## config.mk

```make
export PLATFORM = sky130hd
export DESIGN_NAME = wb_select_unit
export DESIGN_NICKNAME = d
export VERILOG_FILES = /design/src/rtl/wb_select_pkg.sv /design/src/rtl/wb_src_mux.sv /design/src/rtl/wb_select_unit.sv
export SDC_FILE = /design/constraint.sdc
export NUM_CORES = 1
export LEC_CHECK = 0
export ABC_AREA = 1
export BUFFER_PORTS_ARGS = -buffer_cell sky130_fd_sc_hd__buf_2
export CAP_MARGIN = 20
export CELL_PAD_IN_SITES_DETAIL_PLACEMENT = 1
export CELL_PAD_IN_SITES_GLOBAL_PLACEMENT = 1
export CORE_MARGIN = 3
export CORE_UTILIZATION = 25
export CTS_CLUSTER_DIAMETER = 30
export DETAILED_ROUTE_END_ITERATION = 10
export PLACE_DENSITY = 0.77
export SYNTH_ARGS = -nofsm -noshare
export SYNTH_HDL_FRONTEND = slang
export SYNTH_SLANG_ARGS = --single-unit
```

## constraint.sdc

```tcl
create_clock -name clk -period 2.2 [get_ports clk]
set_input_delay 0.33 -clock clk [delete_from_list [all_inputs] [get_ports clk]]
set_output_delay 0.33 -clock clk [all_outputs]
set_load 0.1 [all_outputs]
```

## src/rtl/wb_select_pkg.sv

```systemverilog
// Shared types and constants for the write-back select unit.
// The optional WAIT timeout lives in wb_select_unit behind WB_TIMEOUT_EN.
package wb_select_pkg;

  typedef enum logic [1:0] {
    IDLE   = 2'd0,
    WAIT   = 2'd1,
    COMMIT = 2'd2
  } wbState_t;

  localparam int DEFAULT_WIDTH      = 32;
  localparam int DEFAULT_REG_ADDR_W = 5;

  // Source indices as wired by the multicycle datapath
  localparam int ALU_OUT   = 0;
  localparam int MDR       = 1;
  localparam int HI        = 2;
  localparam int LO        = 3;
  localparam int SHIFT     = 4;
  localparam int LOAD      = 5;
  localparam int SLT       = 6;
  localparam int CONST_227 = 7;

endpackage

```

## src/rtl/wb_src_mux.sv

```systemverilog
// N_SRC-to-1 indexed source mux returning the selected data slice and its valid bit.
// An index past the last source reads as always-valid zero data.
module wb_src_mux #(
  parameter int WIDTH = 32,
  parameter int N_SRC = 8,
  parameter int SEL_W = $clog2(N_SRC)
) (
  input  logic [SEL_W-1:0]       sel,
  input  logic [N_SRC*WIDTH-1:0] srcData,
  input  logic [N_SRC-1:0]       srcValid,
  output logic [WIDTH-1:0]       data,
  output logic                   valid
);

  always_comb begin
    // NOTE: defaults first so every path assigns both outputs and no latch is inferred;
    // they also encode the out-of-range rule (valid, zero data).
    data  = '0;
    valid = 1'b1;
    for (int i = 0; i < N_SRC; i++) begin
      if (int'(sel) == i) begin
        data  = srcData[i*WIDTH +: WIDTH];
        valid = srcValid[i];
      end
    end
  end

endmodule

```

## src/rtl/wb_select_unit.sv

```systemverilog
// Write-back select unit: accepts a request, waits for the chosen source, issues one write.
// Define WB_TIMEOUT_EN to bound the WAIT state by TIMEOUT cycles with a sticky timeout_err.
module wb_select_unit
  import wb_select_pkg::*;
#(
  parameter int WIDTH      = DEFAULT_WIDTH,
  parameter int N_SRC      = 8,
  parameter int SEL_W      = $clog2(N_SRC),
  parameter int REG_ADDR_W = DEFAULT_REG_ADDR_W,
  parameter int TIMEOUT    = 64
) (
  input  logic                   clk,
  input  logic                   reset,
  input  logic                   req_valid,
  output logic                   req_ready,
  input  logic [SEL_W-1:0]       req_sel,
  input  logic [REG_ADDR_W-1:0]  req_dest,
  input  logic [N_SRC*WIDTH-1:0] src_data,
  input  logic [N_SRC-1:0]       src_valid,
  input  logic                   flush,
  output logic                   wb_en,
  output logic [REG_ADDR_W-1:0]  wb_addr,
  output logic [WIDTH-1:0]       wb_data,
  output logic                   busy,
  output logic                   timeout_err
);

  if (N_SRC < 2 || TIMEOUT < 1) begin : gBadParams
    $error("wb_select_unit: N_SRC must be >= 2 and TIMEOUT >= 1");
  end

  wbState_t              stateQ, stateD;
  logic [SEL_W-1:0]      selQ, muxSel;
  logic [REG_ADDR_W-1:0] destQ, wbAddrQ;
  logic [WIDTH-1:0]      dataQ, muxData;
  logic                  muxValid, accept, capture, timeoutHit;

  // In IDLE the incoming request is probed directly so a ready source commits next cycle
  assign muxSel  = (stateQ == IDLE) ? req_sel : selQ;
  assign accept  = (stateQ == IDLE) && req_valid && !flush;
  assign capture = (stateD == COMMIT);

  wb_src_mux #(
    .WIDTH(WIDTH),
    .N_SRC(N_SRC),
    .SEL_W(SEL_W)
  ) uSrcMux (
    .sel     (muxSel),
    .srcData (src_data),
    .srcValid(src_valid),
    .data    (muxData),
    .valid   (muxValid)
  );

  always_ff @(posedge clk) begin
    // NOTE: sequential state uses non-blocking assignments so every register samples
    // pre-edge values regardless of statement order.
    if (!reset) stateQ <= IDLE;
    else        stateQ <= stateD;
  end

  always_comb begin
    stateD = stateQ;
    unique case (stateQ)
      IDLE:    if (accept) stateD = muxValid ? COMMIT : WAIT;
      WAIT: begin
        if (flush)           stateD = IDLE;
        else if (muxValid)   stateD = COMMIT;
        else if (timeoutHit) stateD = IDLE;
      end
      COMMIT:  stateD = IDLE;
      default: stateD = IDLE;
    endcase
  end

  always_comb begin
    req_ready = (stateQ == IDLE);
    busy      = (stateQ != IDLE);
    wb_en     = (stateQ == COMMIT) && (wbAddrQ != '0);
  end

  always_ff @(posedge clk) begin
    // NOTE: the capture registers are reset because they drive wb_addr/wb_data,
    // which must read zero after reset.
    if (!reset) begin
      selQ    <= '0;
      destQ   <= '0;
      dataQ   <= '0;
      wbAddrQ <= '0;
    end else begin
      if (accept) begin
        selQ  <= req_sel;
        destQ <= req_dest;
      end
      if (capture) begin
        dataQ   <= muxData;
        wbAddrQ <= (stateQ == IDLE) ? req_dest : destQ;
      end
    end
  end

  assign wb_addr = wbAddrQ;
  assign wb_data = dataQ;

`ifdef WB_TIMEOUT_EN
  localparam int CNT_W = $clog2(TIMEOUT + 1);

  logic [CNT_W-1:0] cntQ;
  logic             errQ;

  // Fires on the TIMEOUT-th WAIT cycle; a valid source on that same cycle still commits
  assign timeoutHit = (stateQ == WAIT) && (cntQ == CNT_W'(TIMEOUT - 1));

  always_ff @(posedge clk) begin
    if (!reset) begin
      cntQ <= '0;
      errQ <= 1'b0;
    end else begin
      cntQ <= (stateQ == WAIT) ? cntQ + 1'b1 : '0;
      if (timeoutHit && !flush && !muxValid) errQ <= 1'b1;
    end
  end

  assign timeout_err = errQ;
`else
  assign timeoutHit  = 1'b0;
  assign timeout_err = 1'b0;
`endif

endmodule
```

* Yosys cells after proc, flatten, opt, wreduce, memory -nomap -nowiden
Index checks and enable logic that the tools add are counted.
** Operators by class
- Reductions and logical operators :: 8
- Equal/unequal tests :: 10
- Multiplexer cells :: 23
** Operators with widths (number)
- $mux W32 :: 8
- $eq A3 B3 Y1 const B :: 4
- $mux W1 :: 8
- $mux W2 :: 4
- $eq A3 B2 Y1 const B :: 2
- $mux W5 :: 1
- $reduce_bool A5 Y1 :: 1
- $eq A2 B2 Y1 const B :: 2
- $pmux W2 S2 :: 1
- $eq A3 B1 Y1 const B :: 1
- $logic_and A1 B1 Y1 :: 3
- $logic_not A3 Y1 :: 1
- $mux W3 :: 1
- $eq A2 B1 Y1 const B :: 1
- $logic_not A2 Y1 :: 1
- $reduce_bool A2 Y1 :: 1
- $logic_not A1 Y1 :: 1
** Storage, ports and cells
- Register bits after elaboration :: 47
- Logic and storage cells :: 46
- Output and inout port bits :: 41

* Logic depth before layout (Yosys ltp)
- Depth in word-level cells :: 15
- Depth in mapped cells :: 15

* Cells and area by module
A second synthesis with hierarchy kept.
** Second synthesis, totals
- Cell total of the unflattened synthesis :: 771
- Area total of the unflattened synthesis :: 4469.3 um2
** By module, submodules not included
- wb_select_unit :: instances 1, area an instance 2242.2 um2, seq. area each 940.9 um2, cells each 314
- wb_src_mux :: instances 1, area an instance 2227.1 um2, seq. area each 0.0 um2, cells each 457

* Worst setup path before layout
No wires, ideal clock.
- Kind :: flip-flop to flip-flop
- From :: reg stateQ[0]
- To :: reg dataQ[22] (netlist: wb_data[22])
- Buffers on the path :: 2
- Stages on the path, launching flop included :: 13
- Required time :: 2.081 ns
- Arrival :: 2.139 ns
- Slack :: -0.058 ns
- Cells stage by stage :: dfxtp_1 -> inv_2 -> nand2_2 -> nand2_1 -> o21ai_2 -> nand4_1 -> or2_1 -> nand4_1 -> nand2_1 -> buf_2 -> buf_2 -> a21oi_1 -> nor2_1
** Between the ends
- Longest elaborated chain between the ends :: 15
- Elaborated cells between the ends (all ways) :: 35
** RTL lines
- start: declaration :: line wb_select_unit.sv:32 : wbState_t stateQ, stateD;
- start signal: assignment :: line wb_select_unit.sv:59 : else stateQ <= stateD;
- $logic_not A2 Y1 :: line wb_select_unit.sv:39, wb_select_unit.sv:40, wb_select_unit.sv:64
- $mux W3 :: line wb_select_unit.sv:39 : assign muxSel = (stateQ == IDLE) ? req_sel : selQ;
- $logic_not A3 Y1 :: line wb_src_mux.sv:21 : if (int'(sel) == i) begin
- $mux W1 (8 in series) :: line wb_src_mux.sv:21
- $mux W2, on equally long branches :: line wb_select_unit.sv:68, wb_select_unit.sv:65
- $mux W2, on equally long branches :: line wb_select_unit.sv:67, wb_select_unit.sv:65
- $pmux W2 S2 :: line wb_select_unit.sv:64 : unique case (stateQ)
- $eq A2 B2 Y1 :: line wb_select_unit.sv:41 : assign capture = (stateD == COMMIT);
- end signal: assignment :: line wb_select_unit.sv:96 : dataQ <= muxData;
- end: declaration :: line wb_select_unit.sv:35 : logic [WIDTH-1:0] dataQ, muxData;
Several ways; a longest one is shown, not always the timed one.
A chain may end at the register's enable or synchronous reset.

* Final worst setup path
- From :: reg stateQ[0]
- To :: reg dataQ[2] (netlist: wb_data[2])
Same word-level chain as after synthesis.

==> metrics.txt <==
f_max=463 MHz; # rows=between 40 and 50; Worst Hold Slack=0.343 ns; cell count after placement=between 1000 and 1500; Layout area overhead=52.9%; Worst VDD drop=roughly 0.30 mV; Pleak=3.52 nW; area of the multi-input gates=0.00276 sq mm; drt pass-1 iters=4; Slew headroom=61.4%; sequential element share of the synthesized area=~22%; CTS sink count=47; die width=137 um; CTS max path bufs=2; clock slew at reported path FFs=roughly 0.070 ns; cell count after synthesis=768; Final Instance Area=around 0.0065 sq mm; Die Ht=137 um; Core Region=0.0166 sq mm; max-slew violation count=0; vias in the first global route=6406; dominant cells by area after synthesis=dfxtp_1 (22%), nand4_1 (20%), nand2_1 (15%); # H-tree levels=2; HP Class=in2reg; PortBufs=315; worst slew pin tran=0.577 ns; crit end category=flop; Synth top cells by count=nand2_1 (173), nand4_1 (133), nor2_1 (120), inv_1 (86), nand3_1 (49); Critical Path Start=stateQ[0]; fin util=39.2%; WP data required=2.39 ns; vias=6417; DRC=0; total track usage=23.2%; dominant synthesized flop cell=dfxtp_1; antenna violations before repair=1; Setup CP Type=reg2reg; status=complete, no violations; Synth Net Count=1044; PD cells=between 700 and 800 mW/mm^2; cell area after synthesis=0.00426 sq mm; Critical Path AT=approximately 2.4 ns; drt wl/cell=about 18 um; clock latency on the worst-skew pair=0.29 ns; Post-synth EDFFs=0; final setup violation count=0; buffers and inverters on the worst path=3; CTS root buf=clkbuf_16; post-DP HPWL=18.5 mm; non-filler cells, final=1278; first-pass GRT wire length=33.7 mm; Yosys cell types=25; Net count, final=1333; CP max FO=37; hold-fix buffer count after cts=0; Total Neg Setup Slack=0 ns; Vias/cell=5.02; cell taking the most area after synthesis=dfxtp_1; Clock Skew=0.0104 ns; syn avg cell area=approximately 5.5 sq um; Starting Density=25.6%; yosys warns=0; CTS Buf Count=5; Hold Vio Cnt, Final=0; RSZ-0062 raised after global routing=true; delay-heaviest family, CP=simple AND/OR/NAND/NOR gates; slowest stage delay, CP=0.40 ns; io pins=317; Final min period=approximately 2.2 ns; Remaining Overflow, GRT=0; filler cell count=2324; Crit-path slowest cell=dfxtp_2; ant diodes=0; initial DRC count=217; Cell Area, Placed=0.00624 sq mm; CP startpoint kind=flop; ys async rst share=0%; ordered list of cells on the worst path=inv_2 -> nand2_4 -> nand2_1 -> o21ai_4 -> nand4_1 -> buf_4 -> buf_12 -> o22ai_1 -> nand4_1 -> nor2_1 -> nor2_1; layout cells sized above 1=about 36%; pin count of the biggest net entering global routing=83; Worst R2R Start=stateQ[0]; part of the cycle the worst path needs=98.1%; HP Start=req_dest[1]; Final ANT Viol Nets=0; die area=between 0.015 and 0.02 sq mm; Yosys reg bits=47; Sequential cell area=947 sq um; most frequent cell after synthesis=nand2_1; CTS tree=yes; area share of the largest cell type after synthesis=22.1%; gpl congestion=0.857; overall routed net length=23.5 mm; Max-cap violations=0
==> state kept, by name (all words and copies together) (netlist names) <==
register and flops:
wb_data 32, stateQ 2, selQ 3, destQ 5, wb_addr 5
==> final cells by class <==
cell class | count | share of cell area [%]
Clock inverter | 3 | 0.710
Clock buffer | 5 | 1.92
Timing Repair Buffer | 349 | 31.0
Inverter | 91 | 5.28
Sequential cell | 47 | 14.5
Tap cell | 220 | 4.22
Multi-Input combinational cell | 563 | 42.3
==> metal layers <==
layer / wire length (um) / global-route usage, % / vias up
met4: 495 / 5.71 / 2
li1: - / - / 3153
met3: 1770 / 4.38 / 29
met5: 10 / 0 / -
met1: 8670 / 24.8 / 2958
met2: 12600 / 46.0 / 275
==> timing repair <==
| item | 4_1_cts | 5_1_grt |
|---|---|---|
| setup buffers | 0 | 1 |
| setup endpoints to repair | 0 | 39 |
| resized for setup | 0 | 14 |
==> layout by cell type (no fill, tap or decap), types with 2 or more instances in the layout <==
cell type,instances
nand2_2,3
buf_2,315
nand2_1,169
clkbuf_16,7
dfxtp_2,5
o21ai_4,2
nor2_1,119
dfxtp_1,42
nand2_4,4
a21oi_1,23
buf_12,10
nor3_4,3
o22ai_1,18
inv_2,3
nand4_1,133
inv_1,86
nand3_1,49
buf_4,20
o21ai_0,32
==> where the power goes <==
part	switching [W]	total [W]	leakage [nW]	internal [W]
sequential	0.0000621	0.00102	0.388	0.000961
combinational	0.00200	0.00283	3.05	0.000829
clock	0.000360	0.000901	0.0804	0.000541
total	0.00242	0.00475	3.52	0.00233
==> kinds of logic after synthesis <==
| kind of cell | count (synthesis) | synth area share (%) |
|---|---|---|
| compound gates | 77 | 9.84 |
| buf+inv | 158 | 15.0 |
| flops | 47 | 22.1 |
| other cells | 1 | 0.0880 |
| simple gates | 485 | 53.0 |
==> worst min-delay path, stage by stage <==
cell and delay, ns:
buf_2 0.09, o21ai_0 0.08, a21oi_1 0.10
==> metrics by stage <==
step                worst slack [ns]  total power, W
finish                        0.0417         0.00475
global placement              0.0854         0.00378
floorplan                     0.0226         0.00286
CTS                         0.000440         0.00472
global route                 -0.0590         0.00505
detailed placement            0.0492         0.00381
==> final timing paths <==
| kind | endpoint | slack [ns] | depth (start not counted) |
|---|---|---|---|
| worst max-delay path | wb_data[2] | 0.04 | 11 |
| worst min-delay path | destQ[1] | 0.34 | 3 |
| worst max register to register | wb_data[2] | 0.04 | 11 |
| worst min register to register | destQ[0] | 0.45 | 2 |
No activity file was read; power rests on OpenSTA's default activity.
